`src/rtl/quasisoc_bus_pkg.sv`:
```
// quasisoc_bus_pkg
// Shared definitions for the two-master system bus arbiter.
//   arb_state_t  : arbiter FSM states (idle, owned by m0, owned by m1)
//   master_t     : identifies one of the two bus masters
//   GNT_*        : encodings driven on the arbiter's grant status output
//   DEFAULT_*    : default stall timeout and the counter width that holds it
//   own_state()  : FSM state that corresponds to a master owning the bus
//   grant_code() : grant status encoding for a master owning the bus
package quasisoc_bus_pkg;

    typedef enum logic [1:0] {
        ST_IDLE = 2'd0,
        ST_OWN0 = 2'd1,
        ST_OWN1 = 2'd2
    } arb_state_t;

    typedef enum logic {
        MST_M0 = 1'b0,
        MST_M1 = 1'b1
    } master_t;

    localparam logic [1:0] GNT_NONE = 2'b00;
    localparam logic [1:0] GNT_M0   = 2'b01;
    localparam logic [1:0] GNT_M1   = 2'b10;

    localparam int DEFAULT_TIMEOUT = 1024;
    localparam int DEFAULT_CNT_W   = 11;

    function automatic arb_state_t own_state(input master_t m);
        return (m == MST_M0) ? ST_OWN0 : ST_OWN1;
    endfunction

    function automatic logic [1:0] grant_code(input master_t m);
        return (m == MST_M0) ? GNT_M0 : GNT_M1;
    endfunction

endpackage

```
`src/rtl/arb_rr2.sv`:
```
// arb_rr2
// Two-requester pick logic used by the bus arbiter.
//   FIXED_PRIO : 0 = round-robin on ties, 1 = requester 0 always wins ties
//   req        : request vector, bit 0 = m0, bit 1 = m1
//   last_grant : master that completed the most recent transfer
//   winner     : master to grant; only meaningful while req is non-zero
module arb_rr2
    import quasisoc_bus_pkg::*;
#(
    parameter int FIXED_PRIO = 0
) (
    input  logic [1:0] req,
    input  master_t    last_grant,
    output master_t    winner
);

    // On a tie the round-robin policy hands the bus to whichever master
    // did not own it last, so neither can starve the other.
    always_comb begin
        winner = MST_M0;
        case (req)
            2'b01:   winner = MST_M0;
            2'b10:   winner = MST_M1;
            2'b11: begin
                if (FIXED_PRIO != 0) begin
                    winner = MST_M0;
                end else begin
                    winner = (last_grant == MST_M0) ? MST_M1 : MST_M0;
                end
            end
            default: winner = MST_M0;
        endcase
    end

endmodule

```
`src/rtl/bus_arbiter.sv`:
```
// bus_arbiter
// Two-master arbiter in front of mmapper: the CPU data port (m0) and a
// bus-mastering DMA/video engine (m1) share one a/d/we/rd/spo/ready/irq bus.
// Every transfer is followed by one mandatory IDLE cycle so that a request
// still held during its completion cycle is never regranted.
//
// Parameters
//   FIXED_PRIO : 0 = round-robin, 1 = m0 wins every tie
//   TIMEOUT    : cycles an owned transfer may wait for s_ready
//   CNT_W      : timeout counter width, must hold TIMEOUT
//
// Ports
//   clk, rst               : clock, synchronous active-high reset
//   mX_a, mX_d             : master address / write data
//   mX_we, mX_rd           : master write / read request, held until mX_ready
//   mX_spo                 : read data back to master (owner only)
//   mX_ready               : completion, or 1 while master X is not requesting
//   mX_irq                 : bus address fault (owner only)
//   mX_err                 : timeout abort (0 unless ARB_TIMEOUT_EN)
//   s_a, s_d, s_we, s_rd   : bus towards mmapper
//   s_spo, s_ready, s_irq  : bus response from mmapper
//   grant                  : 00 none, 01 m0, 10 m1
//
// Build option
//   ARB_TIMEOUT_EN : when defined, a transfer stalled for TIMEOUT cycles is
//                    aborted with mX_err=1; otherwise the arbiter waits forever.
module bus_arbiter
    import quasisoc_bus_pkg::*;
#(
    parameter int FIXED_PRIO = 0,
    parameter int TIMEOUT    = DEFAULT_TIMEOUT,
    parameter int CNT_W      = DEFAULT_CNT_W
) (
    input  logic        clk,
    input  logic        rst,

    input  logic [31:0] m0_a,
    input  logic [31:0] m0_d,
    input  logic        m0_we,
    input  logic        m0_rd,
    output logic [31:0] m0_spo,
    output logic        m0_ready,
    output logic        m0_irq,
    output logic        m0_err,

    input  logic [31:0] m1_a,
    input  logic [31:0] m1_d,
    input  logic        m1_we,
    input  logic        m1_rd,
    output logic [31:0] m1_spo,
    output logic        m1_ready,
    output logic        m1_irq,
    output logic        m1_err,

    output logic [31:0] s_a,
    output logic [31:0] s_d,
    output logic        s_we,
    output logic        s_rd,
    input  logic [31:0] s_spo,
    input  logic        s_ready,
    input  logic        s_irq,

    output logic [1:0]  grant
);

    // A counter too narrow for TIMEOUT would wrap before ever matching.
    generate
        if (TIMEOUT < 1 || CNT_W < $clog2(TIMEOUT + 1)) begin : g_bad_params
            $error("bus_arbiter: CNT_W too small for TIMEOUT");
        end
    endgenerate

    arb_state_t state;
    master_t    last_grant;
    master_t    winner;
    logic       m0_req;
    logic       m1_req;
    logic       timeout_hit;

    assign m0_req = m0_rd | m0_we;
    assign m1_req = m1_rd | m1_we;

    arb_rr2 #(
        .FIXED_PRIO (FIXED_PRIO)
    ) u_pick (
        .req        ({m1_req, m0_req}),
        .last_grant (last_grant),
        .winner     (winner)
    );

`ifdef ARB_TIMEOUT_EN
    localparam logic [CNT_W-1:0] CNT_LAST = CNT_W'(TIMEOUT - 1);

    logic [CNT_W-1:0] wait_cnt;
    logic             own_req;

    assign own_req = ((state == ST_OWN0) && m0_req) ||
                     ((state == ST_OWN1) && m1_req);

    // The counter sits at zero in IDLE, so it starts from zero in the first
    // OWN cycle and counts the cycles that ended without s_ready.
    always_ff @(posedge clk) begin
        if (rst) begin
            wait_cnt <= '0;
        end else if (state == ST_IDLE) begin
            wait_cnt <= '0;
        end else if (!s_ready) begin
            wait_cnt <= wait_cnt + 1'b1;
        end
    end

    assign timeout_hit = own_req && !s_ready && (wait_cnt == CNT_LAST);
`else
    assign timeout_hit = 1'b0;
`endif

    // Ownership FSM. A transfer ends on s_ready, on a timeout abort, or when
    // the owner drops its request early; only the first two count as a
    // completed grant for round-robin purposes.
    always_ff @(posedge clk) begin
        if (rst) begin
            state      <= ST_IDLE;
            last_grant <= MST_M1;
            grant      <= GNT_NONE;
        end else begin
            case (state)
                ST_IDLE: begin
                    if (m0_req || m1_req) begin
                        state <= own_state(winner);
                        grant <= grant_code(winner);
                    end
                end
                ST_OWN0: begin
                    if (!m0_req) begin
                        state <= ST_IDLE;
                        grant <= GNT_NONE;
                    end else if (s_ready || timeout_hit) begin
                        state      <= ST_IDLE;
                        grant      <= GNT_NONE;
                        last_grant <= MST_M0;
                    end
                end
                ST_OWN1: begin
                    if (!m1_req) begin
                        state <= ST_IDLE;
                        grant <= GNT_NONE;
                    end else if (s_ready || timeout_hit) begin
                        state      <= ST_IDLE;
                        grant      <= GNT_NONE;
                        last_grant <= MST_M1;
                    end
                end
                default: begin
                    state <= ST_IDLE;
                    grant <= GNT_NONE;
                end
            endcase
        end
    end

    // Bus datapath. A master that is not requesting always sees ready=1 so
    // it idles exactly as if it were wired straight to mmapper; a waiting
    // non-owner sees ready=0 and no data. On a timeout the strobes are
    // pulled low and the owner gets ready with err instead of read data.
    always_comb begin
        s_a      = '0;
        s_d      = '0;
        s_we     = 1'b0;
        s_rd     = 1'b0;
        m0_spo   = '0;
        m1_spo   = '0;
        m0_irq   = 1'b0;
        m1_irq   = 1'b0;
        m0_err   = 1'b0;
        m1_err   = 1'b0;
        m0_ready = !m0_req;
        m1_ready = !m1_req;
        case (state)
            ST_OWN0: begin
                s_a    = m0_a;
                s_d    = m0_d;
                s_we   = m0_we & ~timeout_hit;
                s_rd   = m0_rd & ~timeout_hit;
                m0_spo = timeout_hit ? 32'h0 : s_spo;
                m0_irq = s_irq;
                m0_err = timeout_hit;
                if (m0_req) begin
                    m0_ready = s_ready | timeout_hit;
                end
            end
            ST_OWN1: begin
                s_a    = m1_a;
                s_d    = m1_d;
                s_we   = m1_we & ~timeout_hit;
                s_rd   = m1_rd & ~timeout_hit;
                m1_spo = timeout_hit ? 32'h0 : s_spo;
                m1_irq = s_irq;
                m1_err = timeout_hit;
                if (m1_req) begin
                    m1_ready = s_ready | timeout_hit;
                end
            end
            default: begin
            end
        endcase
    end

endmodule

```
`config.mk`:
```
export PLATFORM = sky130hd
export DESIGN_NAME = bus_arbiter
export DESIGN_NICKNAME = d
export VERILOG_FILES = /design/src/rtl/quasisoc_bus_pkg.sv /design/src/rtl/arb_rr2.sv /design/src/rtl/bus_arbiter.sv
export SDC_FILE = /design/constraint.sdc
export NUM_CORES = 1
export LEC_CHECK = 0
export CAP_MARGIN = 20
export CORE_AREA = 2 2 120 122
export CTS_CLUSTER_SIZE = 40
export DETAILED_ROUTE_END_ITERATION = 8
export DIE_AREA = 0 0 122 124
export MAX_ROUTING_LAYER = met4
export RECOVER_POWER = 50
export SLEW_MARGIN = 15
export SYNTH_ARGS = -nofsm -noshare
export SYNTH_HDL_FRONTEND = slang
export SYNTH_SLANG_ARGS = --single-unit
```
`constraint.sdc`:
```
create_clock -name clk -period 1.3 [get_ports clk]
set_input_delay 0.13 -clock clk [delete_from_list [all_inputs] [get_ports clk]]
set_output_delay 0.13 -clock clk [all_outputs]
set_load 0.02 [all_outputs]
```
==> results.yml, run 1 <==
critical_path:
  critical_path_arrival_ns: 1.60
  critPathMaxFanout: 8
  cp-start-kind: "flop"
  critPathCaptureType: "primary output"
  cp.required_ns: 1.17
  criticalPathCategory: "reg2out"
sta:
  max_freq_ghz: 0.578
  rsz0062_at_grt: "yes"
  holdWs_ns: 0.524
  fin_ws_ns: -0.431
  post-route-min-period_ns: 1.73
  min_period_over_period_pct: 133
  slew_violations: 0
  fin_worst_skew_ns: 0.00136
  hold_violations: 0
  finalSetupViolations: 139
detailed_routing:
  drtIter0Drc: 66
  totalWireLength_mm: 14.4
  dr.pass1.iters: 4
  ant_nets: 0
  num_vias: 3442
  wl_per_cell_um: 18.4
  viasPerCell: 4.41
  drc_errors: 0
outcome:
  violations: "setup timing"
  status: "complete, but fails checks"
synth:
  synth_top_area_share_pct: 27.5
  async_flop_share_pct: 0
  synth.cell_area_um2: 1800
  synthCells: 270
  yosysMostFrequentCell: "nor2b_1"
  yosys_warnings: 0
  synth.avg_cell_area_um2: 6.68
  synth_top_flop_cell: "dfxtp_1"
  synthTopCellsByCount: "67 x nor2b_1, 66 x a22oi_1, 66 x and2_1, 15 x buf_2, 14 x clkbuf_1"
  synth_cell_types: 24
  ys_ff_latch: 5
  yosysSeqAreaShare_pct: 5.55
  synth_edf_count: 0
  yosys.area.top_type: "a22oi_1"
  ys_top_cells_by_area: "a22oi_1 27%, nor2b_1 23%, and2_1 23%, dfxtp_1 5.5%, buf_2 4.2%"
placed_design:
  place_area_um2: 5890
  dp_cells: 746
  port_buffers: 303
  dpl.hpwl_mm: 10.6
  place.gp.congestion: 0.766
floorplanning:
  rows: 43
  pin_count: 306
  start_util_pct: 13.2
  die_x_um: 122
  die_area_um2: 15100
  core-area_um2: 13700
  die_h_um: 124
cells_and_area:
  drive_above_1_share_pct: 61.7
  nets: 774
  final_cell_area_um2: 6620
  instances_no_fill: 781
  antenna_cells: 0
  area_growth_pct: 267
power_and_ir_drop:
  ir_drop_mv: 0.475
  power.share.clock_pct: 12.9
  leakage_uw: 0.00260
  internal_power_uw: 2500
  seqPwrFrac_pct: 4.7
  power.share.switching_pct: 37.7
  comb_power_share_pct: 82.4
  p_switching_uw: 1510
  powerDensity_nw_per_um2: 607
clock_network:
  clock-root-buffer: "clkbuf_16"
  clkTransAtPathRegs_ns: 0.04
  htree_levels: 1
  cts_hold_buf: 0
  cts_buffer_depth: 2
  cts_tree: "built"
  clk-insertion-delay-late_ns: 0.23
  cts_sinks: 5
  cts_buffers: 3
global_route:
  grt_max_degree: 26
  grt_pass1_wl_mm: 18.9
  grtUsageTotal_pct: 16.4
  grt_antenna_before_repair: 0
  grt_pass1_vias: 3480
  overflow: 0
flow_run:
  cap_violations: 0
min_path:
  hp-class: "reg2reg"
==> placed cells by master (no fill, tap or decap), drive strengths merged, types with 2 or more instances in the layout <==
cell	count
a22oi	66
nor2	3
conb	2
and2	66
a31oi	4
o211ai	4
o21ai	3
clkbuf	24
dfxtp	5
inv	2
buf	168
nand2	2
nand3	4
clkdlybuf4s50	167
o21a	2
nor2b	67
ha	4
==> layer usage <==
layer / routed length (um) / part of all wire [%] / global-route usage, %
met5: 0 / 0 / -
met1: 5130 / 36 / 18.2
met3: 1250 / 8.7 / 2.66
met4: 60 / 0.42 / 1.58
met2: 7930 / 55 / 31.8
==> final cells by class <==
class	count	area, um^2
flip-flops and latches	5	108
inverters	2	12.5
fillers	1277	7100
well taps	180	225
clock buffers	4	78.8
multi-input cells	233	2370
repair buffers	357	3830
==> critical path, stage by stage, from the launching register on <==
cell,delay (ns)
dfxtp_4,0.37
inv_4,0.05
ha_4,0.16
buf_12,0.15
buf_12,0.13
buf_16,0.13
a22oi_2,0.19
nor2b_4,0.06
buf_6,0.13
==> power groups by stage <==
stage | combinational (uW) | clock [uW] | sequential, uW
5_1_grt | 3480 | 538 | 192
4_1_cts | 3020 | 518 | 188
6_report | 3310 | 516 | 190
3_5_place_dp | 2850 | 0 | 190
2_1_floorplan | 1490 | 0 | 194
3_3_place_gp | 2820 | 0 | 189
==> worst paths after layout <==
kind | from | endpoint | slack [ns] | cells past startpoint
worst max register to register | state[1]$_SDFFE_PP0P_ | last_grant$_SDFFE_PP1P_ | -0.37 | 8
worst max-delay path | state[1]$_SDFFE_PP0P_ | s_a[1] | -0.43 | 8
worst min-delay path | grant[0]$_SDFFE_PP0P_ | grant[0]$_SDFFE_PP0P_ | 0.52 | 2
worst min register to register | grant[0]$_SDFFE_PP0P_ | grant[0]$_SDFFE_PP0P_ | 0.52 | 2
==> cells by family (layout without fill, tap and decap cells) <==
group | after synthesis | count (layout) | synth area share [%]
AO/OA/AOI/OAI | 82 | 82 | 33.6
adder cells (fa/ha/maj) | 4 | 4 | 2.77
buffers and inverters | 33 | 363 | 8.32
flip-flops | 5 | 5 | 5.55
other | 1 | 2 | 0.208
AND/OR/NAND/NOR | 145 | 145 | 49.6
==> sequential cells by signal, summed over array words and instances, names as in the netlist <==
register	flops
grant	2
last_grant	1
state	2
==> stage by stage <==
step / util (%) / setup WS [ns] / total power, uW / TNS [ns]
final: 48.2 / -0.431 / 4010 / -41.38
after CTS: 44.4 / -0.448 / 3730 / -50.07
after detailed placement: 42.9 / -0.625 / 3040 / -70.66
after global routing: 48.2 / -0.470 / 4210 / -46.95
after floorplan: - / -0.0385 / 1680 / -0.480
after global placement: 42.9 / -0.622 / 3010 / -68.85
==> what timing repair did <==
item / 4_1_cts / 5_1_grt
buffers inserted: 6 / 8
cloned: 5 / 12
pin swaps: 10 / 35
hold endpoints to repair: 0 / 0
setup endpoints to repair: 141 / 141
resized for setup: 478 / 298
Power figures use the tool's default switching activity.
==> run 2, diff against run 1 <==
--- a/config.mk
+++ b/config.mk
@@ -12,6 +12,7 @@
 export DIE_AREA = 0 0 122 124
 export MAX_ROUTING_LAYER = met4
 export RECOVER_POWER = 50
+export SETUP_SLACK_MARGIN = 0.2
 export SLEW_MARGIN = 15
 export SYNTH_ARGS = -nofsm -noshare
 export SYNTH_HDL_FRONTEND = slang
==> results.yml, run 2 (synthesized netlist as in run 1, its figures left out) <==
sta:
  slew_violations: 0
  min_period_over_period_pct: 133
  post-route-min-period_ns: 1.72
  max_freq_ghz: 0.580
  hold_violations: 0
  rsz0062_at_grt: "yes"
  fin_ws_ns: -0.424
  finalSetupViolations: 139
  fin_worst_skew_ns: 0.00179
  tns_ns: -44.55
outcome:
  violations: "setup timing"
  status: "complete, but fails checks"
clock_network:
  cts_tree: "built"
  clock-root-buffer: "clkbuf_16"
  cts_sinks: 5
  htree_levels: 1
  cts_buffers: 3
  cts_buffer_depth: 2
  clk-insertion-delay-late_ns: 0.23
  clkTransAtPathRegs_ns: 0.03
  cts_hold_buf: 0
global_route:
  globalRouteMet2Util_pct: 32.9
  grt.busiest_layer: "met2"
  grt_max_degree: 36
  grtUsageTotal_pct: 16.5
  grt_pass1_vias: 3461
  grt_pass1_wl_mm: 18.9
  overflow: 0
  gr-usage-met3_pct: 2.52
  met1_usage_pct: 17.8
  grt_antenna_before_repair: 0
placed_design:
  place.gp.congestion: 0.874
  dpl.hpwl_mm: 10.3
  place_ws_ns: -0.572
  dp_cells: 749
  port_buffers: 303
power_and_ir_drop:
  p_switching_uw: 1580
  ir_drop_mv: 0.553
  seqPwrFrac_pct: 4.4
  comb_power_share_pct: 83.5
  total_power_uw: 4290
  powerDensity_nw_per_um2: 606
  leakage_uw: 0.00278
  power.share.clock_pct: 12.1
  power.share.switching_pct: 36.7
  internal_power_uw: 2720
min_path:
  hp-class: "reg2reg"
detailed_routing:
  dr.pass1.iters: 4
  wl_per_cell_um: 17.9
  num_vias: 3451
  totalWireLength_mm: 14.2
  ant_nets: 0
  drtIter0Drc: 83
  viasPerCell: 4.35
  drc_errors: 0
critical_path:
  critPathMaxFanout: 7
  cp.required_ns: 1.17
  critPathCaptureType: "primary output"
  criticalPathCategory: "reg2out"
  cp-start-kind: "flop"
  critical_path_arrival_ns: 1.59
floorplanning:
  die_h_um: 124
  die_area_um2: 15100
  pin_count: 306
  core-area_um2: 13700
  rows: 43
  die_x_um: 122
  start_util_pct: 13.2
cells_and_area:
  top_regs: "grant: 2 flops, state: 2 flops, last_grant: 1 flops"
  drive_above_1_share_pct: 67.5
  area_growth_pct: 293
  mostFrequentLayoutCell: "clkdlybuf4s50_1"
  multi_input_area_um2: 2490
  fillCellCount: 1229
  nets: 786
  final_cell_mix: "167 x clkdlybuf4s50_1, 140 x buf_6, 66 x a22oi_2, 66 x and2_4, 42 x nor2b_4"
  instances_no_fill: 793
  ff_latch_area_um2: 108
  antenna_cells: 0
flow_run:
  cap_violations: 0
run 2: critical path: stages (launching register included):
cell     delay [ns]
dfxtp_4        0.37
inv_4          0.05
ha_4           0.17
buf_12         0.16
buf_12         0.13
buf_16         0.13
a22oi_2        0.17
nor2b_4        0.06
buf_6          0.13
run 2: timing repair:
| item | in CTS | in global routing |
|---|---|---|
| gates cloned | 8 | 7 |
| gates resized for setup | 740 | 115 |
| setup endpoints to repair | 141 | 139 |
| buffers inserted | 16 | 9 |
| pin swaps | 40 | 24 |
run 2: final cells by class:
class / instances / area share [%]
clock buffer: 4 / 1.11
timing repair buffer: 369 / 58.9
sequential: 5 / 1.52
multi-input combinational: 233 / 35.2
tap: 180 / 3.18
inverter: 2 / 0.177
run 2: worst paths after layout:
check                              from                       to  slack (ns)  depth (start not counted)
setup / recovery  state[1]$_SDFFE_PP0P_                  s_a[10]       -0.42                          8
hold / removal    grant[0]$_SDFFE_PP0P_    grant[0]$_SDFFE_PP0P_        0.53                          2
setup reg to reg  state[0]$_SDFFE_PP0P_  last_grant$_SDFFE_PP1P_       -0.40                          6
hold reg to reg   grant[0]$_SDFFE_PP0P_    grant[0]$_SDFFE_PP0P_        0.53                          2
run 2: per-layer routing:
metal,vias up,wire length (um)
met5,-,0
met4,0,72
met3,4,945
met2,166,7820
met1,1633,5350
li1,1648,-
run 2: stage by stage:
stage	instance area [um^2]	util, %	hold slack, ns
6_report	7090	51.6	0.527
5_1_grt	7090	51.6	0.580
4_1_cts	6530	47.6	0.536
3_5_place_dp	6050	44.1	0.519
3_3_place_gp	6050	44.1	0.516
2_1_floorplan	2850	-	0.190
run 2: power groups by stage:
stage | combinational, uW | clock (uW) | sequential, uW
floorplan | 1670 | 0 | 197
global placement | 2880 | 0 | 190
detailed placement | 2910 | 0 | 192
CTS | 3250 | 520 | 190
global route | 3770 | 527 | 192
finish | 3590 | 518 | 190
